--- config.mk ---
export PLATFORM = sky130hd
export DESIGN_NAME = banked_storage_controller_flat
export DESIGN_NICKNAME = d
export VERILOG_FILES = /design/src/rtl/banked_storage_controller_if.sv /design/src/rtl/banked_storage_controller.sv /design/src/flat_wrapper.sv
export SDC_FILE = /design/constraint.sdc
export NUM_CORES = 1
export LEC_CHECK = 0
export ABC_AREA = 1
export CAP_MARGIN = 15
export CORE_UTILIZATION = 47
export CTS_CLUSTER_DIAMETER = 40
export DETAILED_ROUTE_END_ITERATION = 6
export PLACE_DENSITY = 0.83
export SYNTH_ARGS = -nofsm -noshare
export SYNTH_HDL_FRONTEND = slang
export SYNTH_SLANG_ARGS = --single-unit
--- constraint.sdc ---
create_clock -name clk -period 3.3 [get_ports clk]
set_input_delay 0.33 -clock clk [delete_from_list [all_inputs] [get_ports clk]]
set_output_delay 0.33 -clock clk [all_outputs]
set_load 0.02 [all_outputs]
--- src/rtl/banked_storage_controller_if.sv ---
// Bus bundle for banked_storage_controller: request/response, local SRAM port and external bus.
// slave is the controller's view; master is the environment's view.
interface banked_storage_controller_if #(
    parameter int unsigned MEM_W      = 32,
    parameter int unsigned SRAM_WORDS = 2048,
    parameter int unsigned EXT_AW     = 22
);
    localparam int unsigned Bytes  = MEM_W / 8;
    localparam int unsigned SramAw = $clog2(SRAM_WORDS);

    logic              req_valid;
    logic              req_ready;
    logic              req_we;
    logic [31:0]       req_addr;
    logic [MEM_W-1:0]  req_wdata;
    logic [Bytes-1:0]  req_be;
    logic              rsp_valid;
    logic [MEM_W-1:0]  rsp_rdata;
    logic              rsp_err;

    logic              sram_cen;
    logic              sram_wen;
    logic [SramAw-1:0] sram_addr;
    logic [MEM_W-1:0]  sram_wdata;
    logic [MEM_W-1:0]  sram_rdata;

    logic              ext_cyc;
    logic              ext_stb;
    logic              ext_we;
    logic [EXT_AW-1:0] ext_addr;
    logic [MEM_W-1:0]  ext_wdata;
    logic [Bytes-1:0]  ext_sel;
    logic              ext_stall;
    logic              ext_ack;
    logic [MEM_W-1:0]  ext_rdata;

    modport slave (
        input  req_valid, req_we, req_addr, req_wdata, req_be,
        output req_ready, rsp_valid, rsp_rdata, rsp_err,
        output sram_cen, sram_wen, sram_addr, sram_wdata,
        input  sram_rdata,
        output ext_cyc, ext_stb, ext_we, ext_addr, ext_wdata, ext_sel,
        input  ext_stall, ext_ack, ext_rdata
    );

    modport master (
        output req_valid, req_we, req_addr, req_wdata, req_be,
        input  req_ready, rsp_valid, rsp_rdata, rsp_err,
        input  sram_cen, sram_wen, sram_addr, sram_wdata,
        output sram_rdata,
        input  ext_cyc, ext_stb, ext_we, ext_addr, ext_wdata, ext_sel,
        output ext_stall, ext_ack, ext_rdata
    );
endinterface

--- src/rtl/banked_storage_controller.sv ---
// Single-outstanding request controller splitting a byte address space between a local SRAM
// (with read-modify-write for partial writes) and a pipelined external bus with timeout.
module banked_storage_controller #(
    parameter int unsigned MEM_W       = 32,
    parameter int unsigned SRAM_WORDS  = 2048,
    parameter int unsigned EXT_AW      = 22,
    parameter int unsigned EXT_TIMEOUT = 1023
) (
    input  logic                      clk,
    input  logic                      rst,
    banked_storage_controller_if.slave bus
);
    localparam int unsigned Bytes     = MEM_W / 8;
    localparam int unsigned OffW      = $clog2(Bytes);
    localparam int unsigned SramAw    = $clog2(SRAM_WORDS);
    localparam int unsigned CntW      = $clog2(EXT_TIMEOUT + 1);
    localparam logic [63:0] SramBytes = 64'(SRAM_WORDS) * 64'(Bytes);
    localparam logic [63:0] ExtEnd    = SramBytes + (64'd1 << EXT_AW) * 64'(Bytes);
    localparam logic [CntW-1:0] CntLast = CntW'(EXT_TIMEOUT - 1);

    typedef enum logic [2:0] {
        StIdle, StSramRd, StSramMerge, StExtReq, StExtWait, StResp
    } state_e;

    state_e             state_q;
    logic [CntW-1:0]    cnt_q;
    logic               we_q;
    logic [Bytes-1:0]   be_q;
    logic [MEM_W-1:0]   wdata_q;
    logic               noacc_q, dec_err_q, sram_pass_q;
    logic               sram_cen_q, sram_wen_q;
    logic [SramAw-1:0]  sram_addr_q;
    logic               ext_cyc_q, ext_stb_q, ext_we_q;
    logic [EXT_AW-1:0]  ext_addr_q;
    logic [Bytes-1:0]   ext_sel_q;
    logic               rsp_valid_q, rsp_err_q;
    logic [MEM_W-1:0]   rdata_q;

    logic               is_sram, is_ext, ext_done, ext_tmo;
    logic [MEM_W-1:0]   merged;

    always_comb begin
        is_sram  = {32'd0, bus.req_addr} < SramBytes;
        is_ext   = !is_sram && ({32'd0, bus.req_addr} < ExtEnd);
        // An ack is only meaningful once the strobe has been taken (stall low).
        ext_done = bus.ext_ack && ((state_q == StExtWait) || !bus.ext_stall);
        ext_tmo  = (cnt_q == CntLast);
        merged   = '0;
        for (int b = 0; b < Bytes; b++) begin
            merged[8*b +: 8] = be_q[b] ? wdata_q[8*b +: 8] : bus.sram_rdata[8*b +: 8];
        end
    end

    always_ff @(posedge clk) begin
        if (rst) begin
            state_q     <= StIdle;
            cnt_q       <= '0;
            we_q        <= 1'b0;
            be_q        <= '0;
            wdata_q     <= '0;
            noacc_q     <= 1'b0;
            dec_err_q   <= 1'b0;
            sram_pass_q <= 1'b0;
            sram_cen_q  <= 1'b0;
            sram_wen_q  <= 1'b0;
            sram_addr_q <= '0;
            ext_cyc_q   <= 1'b0;
            ext_stb_q   <= 1'b0;
            ext_we_q    <= 1'b0;
            ext_addr_q  <= '0;
            ext_sel_q   <= '0;
            rsp_valid_q <= 1'b0;
            rsp_err_q   <= 1'b0;
            rdata_q     <= '0;
        end else begin
            rsp_valid_q <= 1'b0;
            unique case (state_q)
                StIdle: begin
                    if (bus.req_valid) begin
                        we_q      <= bus.req_we;
                        be_q      <= bus.req_be;
                        wdata_q   <= bus.req_wdata;
                        noacc_q   <= 1'b0;
                        dec_err_q <= 1'b0;
                        // Requests without an access still spend one cycle in StSramRd
                        // (chip enable held low) so every response lands >= 2 cycles out.
                        if (!is_sram && !is_ext) begin
                            noacc_q   <= 1'b1;
                            dec_err_q <= 1'b1;
                            state_q   <= StSramRd;
                        end else if (bus.req_we && (bus.req_be == '0)) begin
                            noacc_q <= 1'b1;
                            state_q <= StSramRd;
                        end else if (is_sram) begin
                            sram_cen_q  <= 1'b1;
                            sram_wen_q  <= bus.req_we && (&bus.req_be);
                            sram_addr_q <= SramAw'(bus.req_addr >> OffW);
                            state_q     <= StSramRd;
                        end else begin
                            ext_cyc_q  <= 1'b1;
                            ext_stb_q  <= 1'b1;
                            ext_we_q   <= bus.req_we;
                            ext_addr_q <= EXT_AW'((bus.req_addr - 32'(SramBytes)) >> OffW);
                            ext_sel_q  <= bus.req_be;
                            cnt_q      <= CntW'(1);
                            state_q    <= StExtReq;
                        end
                    end
                end
                StSramRd: begin
                    if (!noacc_q && we_q && !(&be_q)) begin
                        sram_wen_q <= 1'b1;
                        state_q    <= StSramMerge;
                    end else begin
                        sram_cen_q  <= 1'b0;
                        sram_wen_q  <= 1'b0;
                        sram_pass_q <= !noacc_q && !we_q;
                        rsp_err_q   <= dec_err_q;
                        rsp_valid_q <= 1'b1;
                        state_q     <= StResp;
                    end
                end
                StSramMerge: begin
                    sram_cen_q  <= 1'b0;
                    sram_wen_q  <= 1'b0;
                    rsp_valid_q <= 1'b1;
                    state_q     <= StResp;
                end
                StExtReq, StExtWait: begin
                    cnt_q <= cnt_q + 1'b1;
                    if (ext_done) begin
                        ext_cyc_q   <= 1'b0;
                        ext_stb_q   <= 1'b0;
                        rdata_q     <= we_q ? '0 : bus.ext_rdata;
                        rsp_valid_q <= 1'b1;
                        state_q     <= StResp;
                    end else if (ext_tmo) begin
                        ext_cyc_q   <= 1'b0;
                        ext_stb_q   <= 1'b0;
                        rdata_q     <= '0;
                        rsp_err_q   <= 1'b1;
                        rsp_valid_q <= 1'b1;
                        state_q     <= StResp;
                    end else if ((state_q == StExtReq) && !bus.ext_stall) begin
                        ext_stb_q <= 1'b0;
                        state_q   <= StExtWait;
                    end
                end
                StResp: begin
                    rsp_err_q   <= 1'b0;
                    rdata_q     <= '0;
                    sram_pass_q <= 1'b0;
                    state_q     <= StIdle;
                end
                default: state_q <= StIdle;
            endcase
        end
    end

    // Outputs are forced low while rst is high, even before the synchronous reset takes effect.
    always_comb begin
        bus.req_ready  = (state_q == StIdle) && !rst;
        bus.rsp_valid  = rsp_valid_q && !rst;
        bus.rsp_err    = rsp_err_q && !rst;
        bus.rsp_rdata  = rst ? '0 : (sram_pass_q ? bus.sram_rdata : rdata_q);
        bus.sram_cen   = sram_cen_q && !rst;
        bus.sram_wen   = sram_wen_q && !rst;
        bus.sram_addr  = rst ? '0 : sram_addr_q;
        bus.sram_wdata = rst ? '0 : ((state_q == StSramMerge) ? merged : wdata_q);
        bus.ext_cyc    = ext_cyc_q && !rst;
        bus.ext_stb    = ext_stb_q && !rst;
        bus.ext_we     = ext_we_q && !rst;
        bus.ext_addr   = rst ? '0 : ext_addr_q;
        bus.ext_wdata  = rst ? '0 : wdata_q;
        bus.ext_sel    = rst ? '0 : ext_sel_q;
    end
endmodule

--- src/flat_wrapper.sv ---
// flat-port wrapper written by rule: the top's interface ports become plain ports
module banked_storage_controller_flat 
#(
    parameter int unsigned MEM_W       = 32,
    parameter int unsigned SRAM_WORDS  = 2048,
    parameter int unsigned EXT_AW      = 22,
    parameter int unsigned EXT_TIMEOUT = 1023
)
  (clk, rst, bus_req_valid, bus_req_we, bus_req_addr, bus_req_wdata, bus_req_be, bus_req_ready, bus_rsp_valid, bus_rsp_rdata, bus_rsp_err, bus_sram_cen, bus_sram_wen, bus_sram_addr, bus_sram_wdata, bus_sram_rdata, bus_ext_cyc, bus_ext_stb, bus_ext_we, bus_ext_addr, bus_ext_wdata, bus_ext_sel, bus_ext_stall, bus_ext_ack, bus_ext_rdata);
  banked_storage_controller_if #(.MEM_W(MEM_W), .SRAM_WORDS(SRAM_WORDS), .EXT_AW(EXT_AW)) bus_i ();
  input  logic clk;
  input  logic rst;
  input wire logic [$bits(bus_i.req_valid)-1:0] bus_req_valid;
  input wire logic [$bits(bus_i.req_we)-1:0] bus_req_we;
  input wire logic [$bits(bus_i.req_addr)-1:0] bus_req_addr;
  input wire logic [$bits(bus_i.req_wdata)-1:0] bus_req_wdata;
  input wire logic [$bits(bus_i.req_be)-1:0] bus_req_be;
  output wire logic [$bits(bus_i.req_ready)-1:0] bus_req_ready;
  output wire logic [$bits(bus_i.rsp_valid)-1:0] bus_rsp_valid;
  output wire logic [$bits(bus_i.rsp_rdata)-1:0] bus_rsp_rdata;
  output wire logic [$bits(bus_i.rsp_err)-1:0] bus_rsp_err;
  output wire logic [$bits(bus_i.sram_cen)-1:0] bus_sram_cen;
  output wire logic [$bits(bus_i.sram_wen)-1:0] bus_sram_wen;
  output wire logic [$bits(bus_i.sram_addr)-1:0] bus_sram_addr;
  output wire logic [$bits(bus_i.sram_wdata)-1:0] bus_sram_wdata;
  input wire logic [$bits(bus_i.sram_rdata)-1:0] bus_sram_rdata;
  output wire logic [$bits(bus_i.ext_cyc)-1:0] bus_ext_cyc;
  output wire logic [$bits(bus_i.ext_stb)-1:0] bus_ext_stb;
  output wire logic [$bits(bus_i.ext_we)-1:0] bus_ext_we;
  output wire logic [$bits(bus_i.ext_addr)-1:0] bus_ext_addr;
  output wire logic [$bits(bus_i.ext_wdata)-1:0] bus_ext_wdata;
  output wire logic [$bits(bus_i.ext_sel)-1:0] bus_ext_sel;
  input wire logic [$bits(bus_i.ext_stall)-1:0] bus_ext_stall;
  input wire logic [$bits(bus_i.ext_ack)-1:0] bus_ext_ack;
  input wire logic [$bits(bus_i.ext_rdata)-1:0] bus_ext_rdata;
  assign bus_i.req_valid = bus_req_valid;
  assign bus_i.req_we = bus_req_we;
  assign bus_i.req_addr = bus_req_addr;
  assign bus_i.req_wdata = bus_req_wdata;
  assign bus_i.req_be = bus_req_be;
  assign bus_req_ready = bus_i.req_ready;
  assign bus_rsp_valid = bus_i.rsp_valid;
  assign bus_rsp_rdata = bus_i.rsp_rdata;
  assign bus_rsp_err = bus_i.rsp_err;
  assign bus_sram_cen = bus_i.sram_cen;
  assign bus_sram_wen = bus_i.sram_wen;
  assign bus_sram_addr = bus_i.sram_addr;
  assign bus_sram_wdata = bus_i.sram_wdata;
  assign bus_i.sram_rdata = bus_sram_rdata;
  assign bus_ext_cyc = bus_i.ext_cyc;
  assign bus_ext_stb = bus_i.ext_stb;
  assign bus_ext_we = bus_i.ext_we;
  assign bus_ext_addr = bus_i.ext_addr;
  assign bus_ext_wdata = bus_i.ext_wdata;
  assign bus_ext_sel = bus_i.ext_sel;
  assign bus_i.ext_stall = bus_ext_stall;
  assign bus_i.ext_ack = bus_ext_ack;
  assign bus_i.ext_rdata = bus_ext_rdata;
  banked_storage_controller #(.MEM_W(MEM_W), .SRAM_WORDS(SRAM_WORDS), .EXT_AW(EXT_AW), .EXT_TIMEOUT(EXT_TIMEOUT)) u_core (.clk(clk), .rst(rst), .bus(bus_i));
endmodule
After elaboration in Yosys (flattened, before gate mapping). Cells that the tools add are included.

Register bits after elaboration: 129. Latch bits: 0. Bits in writable memories: 0. Memory bits (read-only): 0. Input port bits: 138. Word-level logic and storage cells: 155. Memories: 0.

Add/sub/neg operators: 2. Multipliers: 0. Div/mod/pow operators: 0. Order comparisons: 2. Eq/ne operators: 16. Shifts and indexed selects: 0. Muxes and demuxes: 66. Bitwise gates (word level): 3. Reductions and logical operators: 47.

Operator list (number): $mux 32 (8); $pmux 32 s2 (1); $mux 10 (4); $lt 32x14->1 const B (1); $lt 32x25->1 const B (1); $mux 8 (4); $mux 1 (29); $sub 24x14->24 const B (1); $mux 22 (1); $mux 3 (7); $pmux 10 s2 (1); $reduce_and 5->1 (4); $reduce_and 6->1 (3); $logic_and 1x1->1 (17); $ne 2x2->1 const B (6); $pmux 1 s3 (4); $pmux 3 s4 (1); $reduce_and 4->1 (3); $mux 11 (1); $add 10x1->10 const B (1); $eq 10x10->1 const B (1); $reduce_and 2->1 (4); $logic_not 1->1 (7); $eq 3x2->1 const B (2); other kinds (15) (24).

Logic depth before layout (Yosys ltp).
Depth after elaboration: 8. Gate-level depth with buffers: 12.

Least setup slack after synthesis. Ideal clock, no wire load.

Path type: input -> output. Start point: input rst. End point: output bus_rsp_rdata[26]. Arrival time: 1577 ps. Data required time: 2970 ps. Slack: 1393 ps. Stages: 6. Cells stage by stage: clkbuf_1 > inv_1 > clkbuf_1 > clkbuf_1 > o21ai_0 > nor2_1.

Cells in the longest elaborated chain, start to end: 1.

Ends and longest elaborated chain: start, declared (RTL line flat_wrapper.sv:12) `input logic rst;`; $mux 32 (RTL line banked_storage_controller.sv:165) `bus.rsp_rdata = rst ? '0 : (sram_pass_q ? bus.sram_rdata : rdata_q);`; end, declared (RTL line flat_wrapper.sv:20) `output wire logic [$bits(bus_i.rsp_rdata)-1:0] bus_rsp_rdata;`.

No other way between the ends.

Worst setup path after layout.
Start point: register u_core.state_q[2]. End point: output bus_sram_wdata[6].

Cells in the longest elaborated chain, start to end: 3.

Ends and longest elaborated chain: start, declared (RTL line banked_storage_controller.sv:25) `state_e state_q;`; start signal, assigned (RTL line banked_storage_controller.sv:56) `state_q <= StIdle;`; start signal, assigned (RTL line banked_storage_controller.sv:90) `state_q <= StSramRd;`; start signal, assigned (RTL line banked_storage_controller.sv:93) `state_q <= StSramRd;`; $eq 3x2->1 (RTL line banked_storage_controller.sv:169) `bus.sram_wdata = rst ? '0 : ((state_q == StSramMerge) ? merged : wdata_q);`; $mux 32 (2 in series) (RTL line banked_storage_controller.sv:169); end, declared (RTL line flat_wrapper.sv:25) `output wire logic [$bits(bus_i.sram_wdata)-1:0] bus_sram_wdata;`.

No other way between the ends.

==> results.toml <==
[floorplanning]
die_x_um = 121
die_area_mm2 = 0.0146
die_height_um = 121
start_util_pct = 47.9
ioPinCount = 279
fp-row-count = 43
core_area_mm2 = 0.0138

[clock_tree]
cts_tree = "done"
htreeDepth = 4
numCtsBuffers = 17
clk_latency_ps = 430
cts_setup_buffers = 0
cts.sinks = 129
clk_pin_slew_worst_paths_ps = 50
ctsRootBufferMaster = "clkbuf_16"
clockBufferDepth = 2

[logic_synthesis]
ys_seq_elements = 129
synth.avg_cell_area_um2 = 6.63
ys_warn_count = 0
yosys.area_share.simple_pct = 24.1
syn-cell-area_mm2 = 0.00663
yosysSeqAreaShare_pct = 39.0
synthMuxAreaShare_pct = 0
post_synth_inst_count = 1000
synthAdderAreaFrac_pct = 0.566
synth_compound_area_share_pct = 23.4
synth_cell_types = 36
syn_nets = 1141
synth_top_family_by_area = "simple AND/OR/NAND/NOR gates"
synth_xor_area_share_pct = 1.59

[sta]
tns_ps = 0
fmax_mhz = 321
fin_crit_sh_pct = 94.4
setup_viol = 0
period_minus_slack_ps = 3120
final_max_slew_viol_count = 0
max_slew_margin_pct = 47.9
fin_worst_skew_ps = 9.64
worst_slew_pin_slew_ps = 781
hold_violations = 0
rsz0062_at_grt = "false"

[layout]
stdcell_count = 1433
n_antenna_cell = 0
layout-drive-gt1-share_pct = 6.38
final_area_mm2 = 0.00996
nNetsFinal = 1382
syn_to_final_growth_pct = 50.2
fillers = 1160

[route]
ant_nets = 0
drc = 0
first_pass_iters = 6
routedWlPerCell_um = 15.5
viasPerCell = 5.17
num_vias = 7402
routed_wl_um = 22200
first_iter_violations = 576

[min_path]
holdCritPathClass = "in -> reg"

[placed_design]
place_inst = 1402
dpl_cell_area_mm2 = 0.00939
dp_hpwl_um = 15700
port_buffers = 276
gp_congestion = 0.842

[grt]
grt_max_degree = 76
grt_pass1_vias = 6683
grt_pass1_wl_um = 34200
grt_use_total_pct = 30.2
antenna_found_initial = 0
grt_overflow = 0

[power_and_ir_drop]
leakagePower_nw = 4.20
p_per_area_mw_per_mm2 = 629
ir_worst_vdd_mv = 0.384
power_mw = 6.26

[critical_path]
cp-start-kind = "flip-flop"
crit_fanout = 16
rrSetupSlack_ps = 1250
worst_ep_required_time_ps = 2970
critical_path_class = "reg -> out"
crit_path_end_kind = "primary output"
arrival_ps = 2790

[status]
status = "finished clean"

[job]
maxCapViolCount = 0
## Yosys cell counts (all sizes together)
master / n / area (um2)
a31o: 1 / 8.76
o21bai: 1 / 7.51
nand4: 6 / 52.6
nor2: 231 / 906
o21ai: 154 / 771
clkbuf: 35 / 131
nand2: 98 / 418
o211ai: 2 / 15.0
nor3: 5 / 30.0
inv: 119 / 449
nand3b: 1 / 7.51
ha: 3 / 37.5
nor4: 1 / 6.26
xor2: 10 / 87.6
a21oi: 143 / 746
or2: 5 / 31.3
dfxtp: 129 / 2580
nand3: 27 / 145
buf: 26 / 173
a31oi: 1 / 6.26
xnor2: 2 / 17.5
## where the power goes
group / switching [mW] / total (mW) / leakage [nW] / internal, mW
combinational: 1.48 / 2.45 / 2.87 / 0.963
clock: 0.674 / 1.84 / 0.281 / 1.16
sequential: 0.125 / 1.98 / 1.05 / 1.85
## layer usage
metal	global-route usage, %	part of all wire (%)	up-vias	wire [um]
met5	0	0	-	0
met4	11.6	2.2	0	500
met3	9.10	8.4	35	1860
met2	48.0	46	286	10300
met1	38.4	43	3387	9550
li1	-	-	3694	-
## placed cells by master (no fill, tap or decap), drive strengths merged
cell type / count
o21ai: 154
clkdlybuf4s50: 275
a31o: 1
a21oi: 143
xnor2: 2
nand3: 27
or2: 5
nand3b: 1
nor4: 1
clkbuf: 25
dfxtp: 129
nand2: 98
o211ai: 2
o21bai: 1
inv: 119
ha: 3
nor2: 231
buf: 8
bufinv: 2
clkinv: 4
a31oi: 1
xor2: 10
nor3: 5
nand4: 6
## path summary, 6_finish.rpt
path | startpoint | to | cells after the start
worst max-delay path | u_core.state_q[2]$_SDFFE_PP0P_ | bus_sram_wdata[6] | 9
worst max register to register | u_core.cnt_q[0]$_SDFFE_PP0P_ | u_core.rdata_q[12]$_SDFFE_PP0P_ | 11
worst min-delay path | rst | u_core.we_q$_SDFFE_PP0P_ | 4
worst min register to register | u_core.ext_stb_q$_SDFFE_PP0P_ | u_core.ext_stb_q$_SDFFE_PP0P_ | 2
## metrics by stage
stage	utilization, %	setup WS [ps]	hold slack, ps
final	72.0	185	394
after global placement	67.9	744	450
after detailed placement	67.9	681	464
after global routing	72.0	58.3	433
after floorplan	-	1390	439
after CTS	72.0	140	382
## worst max-delay path: stages, from the launching register on
cell	delay, ps
dfxtp_1	410
inv_2	90
nand2_4	110
inv_1	40
nand2_1	140
inv_1	110
nand2_1	400
o21ai_0	180
a21oi_1	210
clkdlybuf4s50_1	650
## flip-flops by register name, summed over array words and instances (netlist names), 3 cells and up
register and count:
u_core.ext_addr_q 22, u_core.state_q 3, u_core.wdata_q 32, u_core.ext_sel_q 4, u_core.rdata_q 32, u_core.cnt_q 10
u_core.be_q 4, u_core.sram_addr_q 11
## cell families (layout without fill, tap and decap cells)
logic type      count (synthesis)  count (layout)
flops                         129             129
buf+inv                       180             433
fa+ha+maj                       3               3
compound gates                302             302
simple gates                  374             374
xor+xnor                       12              12
## layout make-up
type | count | area, um2 | area share, %
Tap cell | 180 | 225 | 2.26
Clock buffer | 25 | 485 | 4.87
Clock inverter | 6 | 80.1 | 0.804
Multi-Input combinational cell | 691 | 3300 | 33.1
Inverter | 119 | 452 | 4.54
Sequential cell | 129 | 2580 | 25.9
Timing Repair Buffer | 283 | 2840 | 28.5
## repair_timing
item	in CTS	in global routing
hold buffers	0	0
gates resized for setup	0	1
endpoints found under the setup margin	0	1
Power figures use the tool's default switching activity.
==> RTL edit, RTL diff (config.mk and constraints unchanged) <==
Re-encode `state_e` (6 states) as one-hot, 6 bits wide.
--- a/src/rtl/banked_storage_controller.sv
+++ b/src/rtl/banked_storage_controller.sv
@@ -19,6 +19,6 @@
     localparam logic [CntW-1:0] CntLast = CntW'(EXT_TIMEOUT - 1);
 
-    typedef enum logic [2:0] {
-        StIdle, StSramRd, StSramMerge, StExtReq, StExtWait, StResp
+    typedef enum logic [5:0] {
+        StIdle = 6'b000001, StSramRd = 6'b000010, StSramMerge = 6'b000100, StExtReq = 6'b001000, StExtWait = 6'b010000, StResp = 6'b100000
     } state_e;
 
Behaviour: no difference found for any inputs over 4 cycles, from zero or initial values and one cycle with rst high; so few cycles prove little.
==> RTL edit against the original RTL <==
- utilization rose by 0.47 points
- die area increased by 3.9%
- synthesized area rose by 4.0%
- sequential cell count increased by 3
- worst setup slack lost 0.032 ns
- routed wire length decreased by 0.33%
- count of clock-buffer cells in the layout did not move
- first-iteration DRC count is 0.69% higher
- via count increased by 2.0%
- final area up 2.6%
Power is not compared: it rests on default switching activity, and its combinational part moved more than twofold at a synthesized area within 25%.
==> RTL edit: results (changes against the original RTL) <==
metric;value;unit;change
most frequent cells after synthesis;nor2_1, nand2_1, inv_1;;
worst reg2reg path startpoint;u_core.state_q[2]$_SDFFE_PP0P_;;
Synth area leaders;dfxtp_1, nor2_1, a21oi_1, nand2_1, o21ai_0;;
status;finished, final reports clean;;
Reg2Reg Setup Slack;0.90;ns;-0.35 ns
vias in the first global route;6727;;+0.66%
count of different cell masters after synthesis;31;;-14%
Worst Path Arrival;2.82;ns;+0.03 ns
Crit path largest cell delay;0.62;ns;-0.03 ns
Total GRT Usage;29.0;%;-1.2 points
DRT iter0 DRCs;580;;+0.69%
cells on worst reg2reg path;10;;-1
Final Hold Slack;0.392;ns;-0.00280 ns
Synth Net Count;1205;;+5.6%
CP Launch Point;u_core.state_q[0]$_SDFFE_PP1P_;;
largest net degree at the start of global routing;59;;-22%
DR pass1 iterations;7;;+1
Hold Path Depth;2;;-2
Worst Skew;0.00726;ns;-0.00238 ns
R2R Path End;u_core.rdata_q[19]$_SDFFE_PP0P_;;
first-pass GRT wire length;33800;µm;-1.1%
Vias;7548;;+2.0%
dpl cell area;9670;µm²;+3.0%
fillcell total;1170;;+0.86%
routed length per placed instance;14.8;µm;-4.8%
layout cells sized above 1;5.83;%;-0.55 points
hold worst-path end;u_core.rsp_valid_q$_SDFF_PP0_;;
Least-Margin Pin Slew;0.667;ns;-0.113 ns
RTL edit: worst max-delay path, delay by kind of cell (launching register included):
family	cells	cell delay (ns)
compound gates	2	0.35
buf+inv	1	0.62
flops	1	0.32
simple gates	3	1.11
RTL edit: cell families (layout without fill, tap and decap cells):
group	after synthesis	in the layout	share of synthesized area (%)
xor+xnor	15	15	1.91
buf+inv	211	467	13.1
fa+ha+maj	3	3	0.545
compound gates	290	290	21.3
other cells	0	1	0
simple gates	413	413	24.8
flops	132	132	38.3
RTL edit: how the worst max path moves through the flow:
stage,end,cells past startpoint
floorplan,bus_sram_wdata[14],6
global placement,bus_sram_wdata[16],6
detailed placement,bus_sram_wdata[17],6
CTS,bus_sram_wdata[16],6
global route,bus_sram_wdata[16],6
finish,bus_sram_wdata[17],6
RTL edit: per-stage QoR:
step	std cells	power, W	TNS, ns	util, %	setup WS [ns]
floorplan	1064	0.00240	0	-	1.39
global placement	1470	0.00288	0	68.6	0.690
detailed placement	1470	0.00290	0	68.6	0.611
CTS	1500	0.00465	0	72.5	0.162
global route	1500	0.00484	-0.163	72.5	-0.0685
finish	1501	0.00463	0	72.5	0.153
RTL edit: power by group through the flow:
stage,logic (W),clock network [W],registers (W)
global placement,0.00105,0,0.00183
global route,0.00118,0.00185,0.00181
floorplan,0.000603,0,0.00180
detailed placement,0.00107,0,0.00183
finish,0.00107,0.00176,0.00180
CTS,0.00107,0.00178,0.00180
RTL edit: cell type report:
class / count / share of cell area, %
Multi-Input combinational cell: 721 / 32.8
Timing Repair Buffer: 292 / 28.4
Sequential cell: 132 / 25.9
Inverter: 145 / 5.35
Clock buffer: 25 / 4.85
Tap cell: 180 / 2.20
Clock inverter: 5 / 0.490
Antenna cell: 1 / 0.0245
RTL edit: routing by layer:
metal / GRT usage [%] / up-vias / wire length [µm]
met2: 48.1 / 306 / 10400
met3: 10.1 / 34 / 2180
li1: - / 3859 / -
met1: 34.2 / 3349 / 9030
met4: 11.7 / 0 / 550
met5: 0 / - / 0
RTL edit: timing repair:
item | 4_1_cts | 5_1_grt
setup buffers | 0 | 0
endpoints found under the setup margin | 0 | 5
resized for setup | 0 | 0
hold buffers | 0 | 0
